<file path="src/rtl/bcd_conv_sched_if.sv">
// bcd_conv_sched_if: requester, converter and result signals of the shared BCD converter scheduler
interface bcd_conv_sched_if #(
   parameter int NREQ  = 4,
   parameter int BIN_W = 12,
   parameter int BCD_W = 16
);
   logic [NREQ-1:0]         req;
   logic [NREQ*BIN_W-1:0]   bin_in;
   logic [NREQ-1:0]         ack;
   logic                    conv_start;
   logic [BIN_W-1:0]        conv_bin;
   logic                    conv_done;
   logic [BCD_W-1:0]        conv_bcd;
   logic [NREQ*BCD_W-1:0]   res_bcd;
   logic [NREQ-1:0]         res_valid;
   logic                    res_stb;
   logic [$clog2(NREQ)-1:0] res_id;
   logic                    busy;
   logic                    timeout_err;

   modport master (
      input  req, bin_in, conv_done, conv_bcd,
      output ack, conv_start, conv_bin, res_bcd, res_valid, res_stb, res_id, busy, timeout_err
   );

   modport slave (
      output req, bin_in, conv_done, conv_bcd,
      input  ack, conv_start, conv_bin, res_bcd, res_valid, res_stb, res_id, busy, timeout_err
   );
endinterface

</file>
<file path="src/rtl/bcd_conv_sched.sv">
// bcd_conv_sched: round-robin sharing of one sequential binary-to-BCD converter among NREQ sources
module bcd_conv_sched #(
   parameter int NREQ    = 4,
   parameter int BIN_W   = 12,
   parameter int BCD_W   = 16,
   parameter int TIMEOUT = 64
) (
   input logic              clk,
   input logic              reset,
   bcd_conv_sched_if.master bus
);
   localparam int IW = $clog2(NREQ);
   localparam int CW = $clog2(TIMEOUT);
   localparam logic [1:0] IDLE  = 2'd0;
   localparam logic [1:0] START = 2'd1;
   localparam logic [1:0] WAIT  = 2'd2;

   logic [1:0]    state;
   logic [IW-1:0] last, gid, win, idx;
   logic [CW-1:0] cnt;
   logic          any;

   // round-robin winner: scan last+NREQ down to last+1 so the nearest pending requester is kept
   always_comb begin
      win = last;
      idx = last;
      any = 1'b0;
      for (int k = NREQ; k >= 1; k--) begin
         idx = IW'((int'(last) + k) % NREQ);
         if (bus.req[idx]) begin
            win = idx;
            any = 1'b1;
         end
      end
   end

   // grant, converter handshake with timeout, and per-requester result capture
   always_ff @(posedge clk or posedge reset) begin
      if (reset) begin
         state           <= IDLE;
         last            <= IW'(NREQ - 1);
         gid             <= '0;
         cnt             <= '0;
         bus.ack         <= '0;
         bus.conv_start  <= 1'b0;
         bus.conv_bin    <= '0;
         bus.res_bcd     <= '0;
         bus.res_valid   <= '0;
         bus.res_stb     <= 1'b0;
         bus.res_id      <= '0;
         bus.busy        <= 1'b0;
         bus.timeout_err <= 1'b0;
      end else begin
         bus.ack         <= '0;
         bus.conv_start  <= 1'b0;
         bus.res_stb     <= 1'b0;
         bus.timeout_err <= 1'b0;
         if (state == IDLE) begin
            if (any) begin
               state          <= START;
               gid            <= win;
               last           <= win;
               bus.conv_bin   <= bus.bin_in[int'(win)*BIN_W +: BIN_W];
               bus.ack        <= NREQ'(1) << win;
               bus.conv_start <= 1'b1;
               bus.busy       <= 1'b1;
            end
         end else if (state == START) begin
            state <= WAIT;
            cnt   <= '0;
         end else if (bus.conv_done) begin
            bus.res_bcd[int'(gid)*BCD_W +: BCD_W] <= bus.conv_bcd;
            bus.res_valid[gid] <= 1'b1;
            bus.res_stb        <= 1'b1;
            bus.res_id         <= gid;
            bus.busy           <= 1'b0;
            state              <= IDLE;
         end else if (cnt == CW'(TIMEOUT - 1)) begin
            bus.timeout_err <= 1'b1;
            bus.busy        <= 1'b0;
            state           <= IDLE;
         end else begin
            cnt <= cnt + CW'(1);
         end
      end
   end
endmodule

</file>
<file path="src/flat_wrapper.sv">
// flat-port wrapper written by rule: the top's interface ports become plain ports
module bcd_conv_sched_flat 
#(
   parameter int NREQ    = 4,
   parameter int BIN_W   = 12,
   parameter int BCD_W   = 16,
   parameter int TIMEOUT = 64
)
  (clk, reset, bus_req, bus_bin_in, bus_conv_done, bus_conv_bcd, bus_ack, bus_conv_start, bus_conv_bin, bus_res_bcd, bus_res_valid, bus_res_stb, bus_res_id, bus_busy, bus_timeout_err);
  bcd_conv_sched_if #(.NREQ(NREQ), .BIN_W(BIN_W), .BCD_W(BCD_W)) bus_i ();
  input logic clk;
  input logic reset;
  input wire logic [$bits(bus_i.req)-1:0] bus_req;
  input wire logic [$bits(bus_i.bin_in)-1:0] bus_bin_in;
  input wire logic [$bits(bus_i.conv_done)-1:0] bus_conv_done;
  input wire logic [$bits(bus_i.conv_bcd)-1:0] bus_conv_bcd;
  output wire logic [$bits(bus_i.ack)-1:0] bus_ack;
  output wire logic [$bits(bus_i.conv_start)-1:0] bus_conv_start;
  output wire logic [$bits(bus_i.conv_bin)-1:0] bus_conv_bin;
  output wire logic [$bits(bus_i.res_bcd)-1:0] bus_res_bcd;
  output wire logic [$bits(bus_i.res_valid)-1:0] bus_res_valid;
  output wire logic [$bits(bus_i.res_stb)-1:0] bus_res_stb;
  output wire logic [$bits(bus_i.res_id)-1:0] bus_res_id;
  output wire logic [$bits(bus_i.busy)-1:0] bus_busy;
  output wire logic [$bits(bus_i.timeout_err)-1:0] bus_timeout_err;
  assign bus_i.req = bus_req;
  assign bus_i.bin_in = bus_bin_in;
  assign bus_i.conv_done = bus_conv_done;
  assign bus_i.conv_bcd = bus_conv_bcd;
  assign bus_ack = bus_i.ack;
  assign bus_conv_start = bus_i.conv_start;
  assign bus_conv_bin = bus_i.conv_bin;
  assign bus_res_bcd = bus_i.res_bcd;
  assign bus_res_valid = bus_i.res_valid;
  assign bus_res_stb = bus_i.res_stb;
  assign bus_res_id = bus_i.res_id;
  assign bus_busy = bus_i.busy;
  assign bus_timeout_err = bus_i.timeout_err;
  bcd_conv_sched #(.NREQ(NREQ), .BIN_W(BIN_W), .BCD_W(BCD_W), .TIMEOUT(TIMEOUT)) u_core (.clk(clk), .reset(reset), .bus(bus_i));
endmodule
</file>
<file path="config.mk">
export PLATFORM = sky130hd
export DESIGN_NAME = bcd_conv_sched_flat
export DESIGN_NICKNAME = d
export VERILOG_FILES = /design/src/rtl/bcd_conv_sched_if.sv /design/src/rtl/bcd_conv_sched.sv /design/src/flat_wrapper.sv
export SDC_FILE = /design/constraint.sdc
export NUM_CORES = 1
export LEC_CHECK = 0
export CAP_MARGIN = 0
export CORE_MARGIN = 1
export CORE_UTILIZATION = 40
export DETAILED_ROUTE_END_ITERATION = 8
export PLACE_DENSITY = 0.83
export SYNTH_ARGS = -nofsm -noshare
export SYNTH_HDL_FRONTEND = slang
export SYNTH_SLANG_ARGS = --single-unit
</file>
<file path="constraint.sdc">
create_clock -name clk -period 5 [get_ports clk]
set_input_delay 1 -clock clk [delete_from_list [all_inputs] [get_ports clk]]
set_output_delay 1 -clock clk [all_outputs]
set_load 0.02 [all_outputs]
</file>
==> metrics <==
status finished, final reports clean; Die Wd between 100 and 150 um; CTS Sinks a little over 100; H-Tree Depth 3; main combinational cell family by area after synthesis compound AO/OA/AOI/OAI gates; Area after DPL 6130 um2; setup TNS 0 ns; adder-cell share of the synthesized area 0.0252; ANT cells 0; clock skew about 0.013 ns; CTS Root Cell clkbuf_8; worst r2r path cells 4; I/O Buffers 160; Synth Cell Area between 4000 and 5000 um2; final setup fails 0; setup bufs post-CTS 0; vias in the first global route around 3600; global placement routability congestion about 0.81; DR top layer met4; FMAX slightly above 300 MHz; row cnt 38; M1 wire length 4.71 mm; Data arrival, critical path around 3.5 ns; post-route cell area between 6000 and 7000 um2; Top FF cell, synth dfrtp_1; register area share after synthesis 0.571; synth top area cells dfrtp_1, a22o_1, mux2i_1; # nets final 576; chip height roughly 110 um; PostCTS Resize Cnt 0; Initial Util 0.411; first-pass GRT wire length about 19 mm; xor/xnor share of the synthesized area 0.00587; number of instances in the placed design about 630; Crit. Startpoint bus_req[1]; Synth Area in Simple Gates 0.111; met3 WL 884 um; asr flop ratio synth 1.00; RSZ-0062 raised after global routing no; cell taking the most area after synthesis dfrtp_1; 1st-pass router iterations 5; CTS tree built; syn_nets 423; Startpoint Class input pin; Tot GR Track Use 0.208; Clock Pin Slew Worst Setup and Hold Paths 0.10 ns; TritonCTS buffer count 9; final hold vios 0; post-synth top area share 0.559; final slew viol count 0; Reg-to-Reg Start u_core.state[1]$_DFFE_PP0P_; setup slack, reg-to-reg approximately 2.5 ns; Detail Route Antenna Nets 0; worst slew pin tran 0.922 ns; Die ar. 11600 um2; met2 wire len 5.75 mm; # DRC 0; Area Overhead vs Synth 41.1%; Final Cycle Share 0.663; minimum clock period between 3 and 4 ns; Syn Area/Cell between 10 and 15 um2; dpl hpwl ~8.4 mm; utilization after layout 0.580; slew margin rel. 0.383; Distinct cells, synth 46; largest net degree at the start of global routing 67; layout cells sized above 1 0.110; worst vdd rail ir drop between 0.0003 and 0.0004 V; Hold Path Sink u_core.bus.res_valid[0]$_DFFE_PP0P_; Clk Latency, worst-skew pair about 0.37 ns; Crit Path Class in -> reg; Cell Pwr Density 567 nW/um2; cts hold-fix bufs 0; Leak around 2.8 nW; crit path capture type flip-flop; mux share of post-synthesis cell area 0.0707; total of max-cap violations 0; Max Buffers Root-to-Sink 2; FF+latch count, synth just over 100; Initial DRC Count roughly 170; routed vias around 3500; hold_sp u_core.bus.res_valid[0]$_DFFE_PP0P_; Final Non-Filler Cells between 600 and 700; vias per cell roughly 5.5; final wirelength about 11 mm; WL per Instance between 15 and 20 um; compound-cell area share of the yosys netlist 0.181; Reg2Reg Capture Point u_core.bus.res_bcd[58]$_DFFE_PP0P_; Req. time, crit path ~5.2 ns; Post-Synthesis Cells 343; crit-path max FO 31; Top Ports about 160; Min Hold Slack approximately 0.47 ns; Hold WC Path Type reg -> reg; initial antenna violation count 0; grt total ovfl 0; EDFF count, synth 0; worst hold path depth 1; Synth Warn # 0; Core Area 10900 um2
layer usage:
layer  track usage  up-vias
li1              -     1581
met1         0.258     1738
met2         0.359      168
met3        0.0611        8
met4        0.0440        0
met5             0        -
worst max-delay path by stage:
stage | slack [ns] | depth (start not counted) | end
after CTS | 1.62 | 6 | u_core.bus.conv_bin[11]$_DFFE_PP0P_
after floorplan | 1.33 | 1 | u_core.bus.ack[0]$_DFF_PP0_
after global placement | 1.30 | 6 | u_core.bus.conv_bin[10]$_DFFE_PP0P_
after detailed placement | 1.24 | 6 | u_core.bus.conv_bin[11]$_DFFE_PP0P_
after global routing | 1.46 | 6 | u_core.bus.conv_bin[11]$_DFFE_PP0P_
final | 1.69 | 6 | u_core.bus.conv_bin[11]$_DFFE_PP0P_
cell usage after synthesis, types with 2 or more instances:
master / n
nor4b_4: 3
dfstp_2: 2
a21o_1: 4
xnor2_1: 2
o211ai_1: 3
nor2_1: 10
buf_6: 2
inv_1: 4
o211ai_2: 9
o21ai_0: 4
a22o_1: 64
dfrtp_1: 100
mux2_2: 11
ha_1: 9
buf_4: 9
nand3_1: 26
clkbuf_1: 5
buf_2: 3
nand2_2: 2
mux2_1: 2
nand2_1: 25
mux2i_1: 14
and3_1: 2
nand2b_1: 5
mux2_4: 2
kinds of logic after synthesis:
group / after synthesis
buf+inv: 25
simple gates: 85
xor+xnor: 3
flops: 102
mux: 29
fa+ha+maj: 9
compound gates: 90
worst max-delay path, cell delays in order:
cell and delay (ns):
clkdlybuf4s50_1 0.47, nor4_1 0.39, or3_1 0.59, inv_4 0.27
nand2b_1 0.60, o211ai_1 0.20
cell usage in the layout (no fill, tap or decap), types with 2 or more instances in the layout:
cell | netlist | final
inv_1 | 4 | 3
a22o_1 | 64 | 64
nand3_1 | 26 | 26
inv_6 | 0 | 2
nor2_1 | 10 | 10
ha_1 | 9 | 9
nand2b_1 | 5 | 5
dfrtp_1 | 100 | 100
nor4b_4 | 3 | 3
o211ai_2 | 9 | 9
clkinv_4 | 0 | 2
mux2_4 | 2 | 2
xnor2_1 | 2 | 2
inv_4 | 1 | 2
o21ai_0 | 4 | 4
clkbuf_8 | 0 | 9
buf_4 | 9 | 2
dfstp_2 | 2 | 2
clkdlybuf4s50_1 | 0 | 160
a21o_1 | 4 | 4
mux2_2 | 11 | 11
nand2_1 | 25 | 25
mux2_1 | 2 | 2
inv_8 | 0 | 2
nand2_2 | 2 | 2
o211ai_1 | 3 | 3
mux2i_1 | 14 | 14
and3_1 | 2 | 2
state kept, by name, indices dropped and copies added, names as in the netlist:
name                    count
u_core.gid                  2
u_core.state                2
u_core.last                 2
u_core.bus.res_stb          1
u_core.bus.busy             1
u_core.bus.res_valid        4
u_core.bus.res_bcd         64
u_core.bus.conv_start       1
u_core.bus.conv_bin        12
u_core.bus.res_id           2
u_core.cnt                  6
u_core.bus.ack              4
u_core.bus.timeout_err      1
where the power goes:
part | internal (mW) | switching (mW) | total [mW]
logic | 0.847 | 0.909 | 1.76
clock network | 0.193 | 0.306 | 0.499
registers | 1.12 | 0.211 | 1.33
stage by stage:
step                      total power, mW  worst slack, ns
after CTS                            3.63             1.62
after global placement               3.07             1.30
after floorplan                      2.40             1.33
final                                3.58             1.69
after global routing                 3.81             1.46
after detailed placement             3.12             1.24
area by class of cell:
cell class | instances | area (um2)
fillers | 903 | 4570
flip-flops and latches | 102 | 2550
multi-input cells | 216 | 1760
repair buffers | 162 | 1620
well taps | 140 | 175
clock buffers | 9 | 124
clock inverters | 7 | 62.6
inverters | 5 | 23.8
Power figures use the tool's default switching activity.
